[src/rtl/number_output_serializer.sv]
// rtl/number_output_serializer.sv - 32-bit binary to ASCII decimal character stream, one digit per cycle
// Optional signed input build: define NUM_OUT_SIGNED_EN.
module number_output_serializer #(
    parameter int          MAX_DIGITS = 10,
    parameter logic [7:0]  TERM_CHAR  = 8'h0D
) (
    input  logic        clk,
    input  logic        rst,
    input  logic        cpu_wr_en,
    input  logic [31:0] cpu_wdata,
    output logic        busy,
    output logic        done,
    output logic        overrun,
    output logic [7:0]  char_out,
    output logic        char_valid,
    input  logic        char_ready
);

    localparam int CW = $clog2(MAX_DIGITS + 1);

    typedef enum logic [1:0] {S_IDLE, S_CONV, S_EMIT, S_TERM} state_t;

    state_t        state;
    logic [31:0]   val;
    logic [CW-1:0] cnt;
    logic [CW-1:0] idx;
    logic [3:0]    dig [MAX_DIGITS];
    logic [31:0]   quot;
    logic [3:0]    rem;
`ifdef NUM_OUT_SIGNED_EN
    logic          neg;
    logic          sign_pend;
`endif

    assign quot = val / 32'd10;
    assign rem  = 4'(val - quot * 32'd10);

    always_ff @(posedge clk) begin
        if (rst) begin
            state      <= S_IDLE;
            val        <= '0;
            cnt        <= '0;
            idx        <= '0;
            busy       <= 1'b0;
            done       <= 1'b0;
            overrun    <= 1'b0;
            char_out   <= 8'h00;
            char_valid <= 1'b0;
`ifdef NUM_OUT_SIGNED_EN
            neg        <= 1'b0;
            sign_pend  <= 1'b0;
`endif
        end else begin
            done <= 1'b0;
            if (cpu_wr_en && state != S_IDLE)
                overrun <= 1'b1;
            case (state)
                S_IDLE: begin
                    if (cpu_wr_en) begin
`ifdef NUM_OUT_SIGNED_EN
                        val <= cpu_wdata[31] ? (~cpu_wdata + 32'd1) : cpu_wdata;
                        neg <= cpu_wdata[31];
`else
                        val <= cpu_wdata;
`endif
                        cnt     <= '0;
                        overrun <= 1'b0;
                        busy    <= 1'b1;
                        state   <= S_CONV;
                    end
                end
                S_CONV: begin
                    dig[cnt] <= rem;
                    val      <= quot;
                    cnt      <= cnt + CW'(1);
                    // The last digit computed is the MSD; present it directly so the
                    // first character is valid the cycle after conversion ends.
                    if (quot == 32'd0) begin
                        state      <= S_EMIT;
                        char_valid <= 1'b1;
                        idx        <= cnt;
`ifdef NUM_OUT_SIGNED_EN
                        if (neg) begin
                            char_out  <= 8'h2D;
                            sign_pend <= 1'b1;
                        end else
`endif
                        char_out <= 8'h30 + {4'h0, rem};
                    end
                end
                S_EMIT: begin
                    if (char_ready) begin
`ifdef NUM_OUT_SIGNED_EN
                        if (sign_pend) begin
                            sign_pend <= 1'b0;
                            char_out  <= 8'h30 + {4'h0, dig[idx]};
                        end else
`endif
                        if (idx == '0) begin
                            state    <= S_TERM;
                            char_out <= TERM_CHAR;
                        end else begin
                            idx      <= idx - CW'(1);
                            char_out <= 8'h30 + {4'h0, dig[idx - CW'(1)]};
                        end
                    end
                end
                S_TERM: begin
                    if (char_ready) begin
                        state      <= S_IDLE;
                        char_valid <= 1'b0;
                        busy       <= 1'b0;
                        done       <= 1'b1;
                    end
                end
                default: state <= S_IDLE;
            endcase
        end
    end

endmodule

[config.mk]
export PLATFORM = sky130hd
export DESIGN_NAME = number_output_serializer
export DESIGN_NICKNAME = d
export VERILOG_FILES = /design/src/rtl/number_output_serializer.sv
export SDC_FILE = /design/constraint.sdc
export NUM_CORES = 1
export LEC_CHECK = 0
export CAP_MARGIN = 30
export CORE_MARGIN = 8
export CORE_UTILIZATION = 40
export DETAILED_ROUTE_END_ITERATION = 8
export PLACE_DENSITY = 0.65
export SYNTH_ARGS = -nofsm -noshare
export SYNTH_HDL_FRONTEND = slang
export SYNTH_SLANG_ARGS = --single-unit
[constraint.sdc]
create_clock -name clk -period 17.65 [get_ports clk]
set_clock_uncertainty 0.05 [all_clocks]
set_input_delay 1.765 -clock clk [delete_from_list [all_inputs] [get_ports clk]]
set_output_delay 1.765 -clock clk [all_outputs]
set_load 0.02 [all_outputs]
# Word level (Yosys, flattened, before mapping)
# Memory sizes are Yosys's and may differ from the RTL's.
# Index checks and enable logic that the tools add are counted.
# op_classes
n_addsub,5
n_mul,1
div,1
n_eq_ne,9
muxes,30
bitwise,1
n_reduce_logical,16
# op_table
op,n
one-hot mux 32 bit (2 select lines),1
divider 32 x 4 -> 32 bit (second input constant),1
logical NOT 32 bit,1
multiplier 32 x 3 -> 3 bit (second input constant),1
two-way mux 32 bit,1
two-way mux 4 bit,4
two-way mux 8 bit,2
one-hot mux 4 bit (2 select lines),2
one-hot mux 8 bit (2 select lines),1
adder 6 x 4 -> 7 bit (first input constant),2
!= test 2 bit (second input constant),6
two-way mux 1 bit,10
two-way mux 2 bit,5
nonzero test 2 bit,5
AND reduction 3 bit,3
one-hot mux 2 bit (4 select lines),1
two-way mux 7 bit,1
AND reduction 5 bit,1
adder 4 x 1 -> 4 bit (second input constant),1
== test 2 bit (second input constant),2
logical NOT 4 bit,1
one-hot mux 1 bit (2 select lines),2
AND reduction 4 bit,1
subtractor 4 x 1 -> 4 bit (second input constant),1
7 further kinds,7
# totals
regBits,54
ram_bits,40
inputBits,36
elab_cells,73
n_memories,1
# mem_list
memory,depth,word_bits,read_ports,rd_ports_with_merged_regs,write_ports,line,rtl
dig,10,4,1,0,1,27,logic [3:0] dig [MAX_DIGITS];

# Depth between registers and ports, before layout
# logic_depth
word_depth,6
ltp_mapped,59
ltp_nobuf,50

# Worst setup path before layout
# No wires, ideal clock.
# synth_path
path_type,register to register
from,reg val[28]
to,reg char_out[3]
t_arrival_ns,12.438
t_required_ns,17.529
setup_slack_ns,5.090
path_stages_with_launch,56
period_less_slack_ns,12.560
path_cell_list,dfxtp_1 buf_4 or2b_1 xnor2_1 a221oi_2 xnor2_1 mux2_2 or3_1 o31a_1 a2111o_1 and2_1 buf_4 and4_4 a311oi_4 mux2_2 a21oi_1 o311a_1 buf_2 [20 not listed] nor2_1 a21bo_2 nand4_1 inv_1 ha_1 nand2_1 nor4_2 a22oi_1 or2_2 o311ai_0 a21oi_1 ha_1 inv_1 fa_1 xnor2_1 xnor2_1 o221ai_1 a21oi_1
# synth_via
elab_chain_len,6
elab_cells_between_ends,9
cone_classes,add/sub: 2; mul: 1; div: 1; eq/ne: 1; mux: 2; reduce/logical: 2
# synth_lines
element,line,rtl
from (decl),24,logic [31:0] val;
from (signal assigned),64,val <= cpu_wdata;
from (signal assigned),74,val <= quot;
divider 32 x 4 -> 32 bit,35,assign quot = val / 32'd10;
multiplier 32 x 3 -> 3 bit,36,assign rem = 4'(val - quot * 32'd10);
subtractor 4 bit,36,
named net rem[3],29,logic [3:0] rem;
adder 6 x 4 -> 7 bit,88,"char_out <= 8'h30 + {4'h0, rem};"
two-way mux 8 bit,78,if (quot == 32'd0) begin
one-hot mux 8 bit (2 select lines),57,case (state)
to (signal assigned),88,
to (signal assigned),104,"char_out <= 8'h30 + {4'h0, dig[idx - CW'(1)]};"
to (decl),14,"output logic [7:0] char_out,"
# The timed path passes the listed nets, and every way through them passes these cells. The select of a mux whose other input is x is not followed.
# A chain may end at the register's enable or synchronous reset.

# Worst setup path after layout
# layout_path
from,reg val[27]
to,reg char_out[3]
# The elaborated chain is that of the path after synthesis.

==> impl_metrics.ini <==
[routing]
drc_marker_count_from_the_first_detailed_route_iteration = 1010
routed_wl_mm = 27.21
wire_per_inst_um = 17.72
route.detailed.drc = 0
dr.pass1.iters = 5
post_dr_vias_cell = 6.340
vias = 9739
ant_nets = 0

[cts]
cts-root-buf = sky130_fd_sc_hd__clkbuf_16
ctsResizeCount = 0
cts_buffers = 9
worst_skew_pair.late_latency_ns = 0.34
ctsHoldBuffers = 0
numClockSinks = 91
cts_tree = done
ctsLongestPathBuffers = 2
clk_transition_reported_paths_ns = 0.06
post_cts_setup_buffer_count = 0
cts-htree-levels = 3

[run]
max-cap-violations = 0

[critical_path]
critPathBufInv = 2
worst-endpoint-required_ns = 17.88
path_max_fanout = 28
cp_slowest_stage_delay_ns = 0.97
startpoint_type = flip-flop
cpMostUsedCell = sky130_fd_sc_hd__xnor2_1
critical_path_start_end_classification = reg -> reg
worstPathArrival_ns = 16.03
critPathCaptureType = flip-flop
category_of_cells_accounting_for_the_largest_share_of_critical_path_delay = compound AO/OA/AOI/OAI gates
cp_slowest_cell = sky130_fd_sc_hd__dfxtp_1

[sta]
final.setup.worst_slack_ns = 1.844
final.min_clock_period_ns = 15.81
tns_ns = 0
tightest_slew_ns = 1.025
fin_crit_sh_pct = 89.55
grt_setup_unrepaired = no
report.final.setup_viol = 0
whs_ns = 0.4159
finalHoldViolations = 0
fmax_mhz = 63.27
final-max-slew-violation-count = 0
timing.max_slew.rel_slack_pct = 31.08

[synth]
yosys_register_bits = 91
ys_seq_area_share_pct = 23.35
synthesis.instances = 1244
synth.cell_area_um2 = 9518
ys.warnings.count = 0
synth_ff_type = sky130_fd_sc_hd__dfxtp_1
area_share_of_the_leading_cell_type_in_the_synthesized_netlist_pct = 12.62
synth_most_common_cell = sky130_fd_sc_hd__nor2_1
synth.distinct_cells = 119
synth-async-reset-ratio_pct = 0
synth_edf_count = 40
syn-mean-instance-area_um2 = 7.651
synth_top_area_cell = sky130_fd_sc_hd__edfxtp_1
post_synth_most_frequent_cells = 152 x sky130_fd_sc_hd__nor2_1, 104 x sky130_fd_sc_hd__a21oi_1, 99 x sky130_fd_sc_hd__nand2_1
post_synth_main_area_contributors = sky130_fd_sc_hd__edfxtp_1 13%, sky130_fd_sc_hd__dfxtp_1 11%, sky130_fd_sc_hd__nor2_1 6.0%, sky130_fd_sc_hd__a21oi_1 5.5%, sky130_fd_sc_hd__nand2_1 3.9%

[global_routing]
grt_pass1_vias = 8601
wire_length_of_the_first_global_routing_pass_mm = 43.93
grt_max_degree = 43
grt_overflow = 0
grt_util_all_layers_pct = 18.03
antenna_violations_before_repair = 0

[placement]
count_of_buffers_from_port_buffering = 45
routabilityCongestion = 0.9318
dp.final_hpwl_mm = 19.86
placedInstanceArea_um2 = 10000
post-place-ws_ns = 2.232

[cells_and_area]
post_route_cells_drive_above_1_share_pct = 8.381
post-route-cell-area_um2 = 10320
n_antenna_cell = 0
finish.net_count = 1260
area_delta_synth_final_pct = 8.387
final.fill_count = 2367

[floorplan]
core_area_um2 = 23400
die_height_um = 170.3
placement_rows = 56
floorplan.initialDensity_pct = 40.67
boundaryPins = 48
die_area_um2 = 28990
die_width_um = 170.3

[outcome]
outcome = complete, no violations

[min_path]
worstHoldPathType = reg -> reg
## per-stage QoR
stage          std cells  util (%)
2_1_floorplan       1245         -
4_1_cts             1536     44.08
3_5_place_dp        1520     42.74
6_report            1536     44.08
3_3_place_gp        1517     42.58
5_1_grt             1536     44.08
## tightest hold or removal path: stages, from the launching register on
cell and delay (ns):
sky130_fd_sc_hd__dfxtp_1 0.31, sky130_fd_sc_hd__nand2b_1 0.06, sky130_fd_sc_hd__a21oi_1 0.05
## registers in the layout (all words and copies together) (netlist names), named ones only
signal and count:
char_valid 1, dig 40, char_out 5, cnt 4
busy 1, done 1, idx 4, state 2
val 32
## worst paths after layout
| check | end | depth (start not counted) | start | slack (ns) |
|---|---|---|---|---|
| setup / recovery | char_out[3] | 48 | val[27] | 1.84 |
| hold reg to reg | char_out[2] | 2 | char_out[2] | 0.42 |
| setup reg to reg | char_out[3] | 48 | val[27] | 1.84 |
| hold / removal | char_out[2] | 2 | char_out[2] | 0.42 |
## per-layer routing
| metal | share of wire, % | global-route usage (%) |
|---|---|---|
| met1 | 47 | 25.22 |
| met2 | 45 | 28.44 |
| met3 | 6.4 | 2.247 |
| met4 | 2.2 | 5.492 |
| met5 | 0 | 0 |
## area by class of cell
cell class	instances	area (um2)	share of cell area, %
multi-input cells	1011	6688	64.83
flip-flops and latches	91	2222	21.54
repair buffers	53	521.8	5.058
well taps	319	399.1	3.869
clock buffers	12	236.5	2.292
inverters	46	172.7	1.674
clock inverters	4	76.32	0.7398
## cell usage in the layout, fill, tap and decap left out, drive strengths merged, types with 9 or more instances in the layout
cell type,netlist,final
nand2b,16,16
clkdlybuf4s50,0,44
a21oi,107,107
a21o,9,9
clkbuf,58,12
or3,9,9
o211ai,22,22
and2,12,12
nor2,153,153
buf,39,9
nor3b,10,10
a22oi,15,15
xnor2,21,21
nor3,55,55
dfxtp,51,51
o21a,9,9
o22ai,15,15
mux2,9,9
a211oi,30,30
edfxtp,40,40
nor4,12,12
o221ai,10,10
ha,11,11
a31oi,16,16
inv,41,42
nand3,37,37
o31ai,13,13
o21ai,76,76
o31a,10,10
mux2i,29,29
nand2,101,101
and3,9,9
a311oi,14,14
a2111oi,12,12
## cell families (layout without fill, tap and decap cells)
logic type	count (synthesis)	after routing	synth area share [%]
AND/OR/NAND/NOR	476	476	25.35
adder cells (fa/ha/maj)	13	13	1.762
buffers and inverters	143	115	6.573
XOR/XNOR	26	26	2.550
flip-flops	91	91	23.35
other	1	2	0.03940
multiplexers	46	46	6.139
AO/OA/AOI/OAI	448	448	34.25
Power is left out: the tool's default activity adds up to more than one toggle a clock period on the data nets, which glitch-free logic cannot reach.
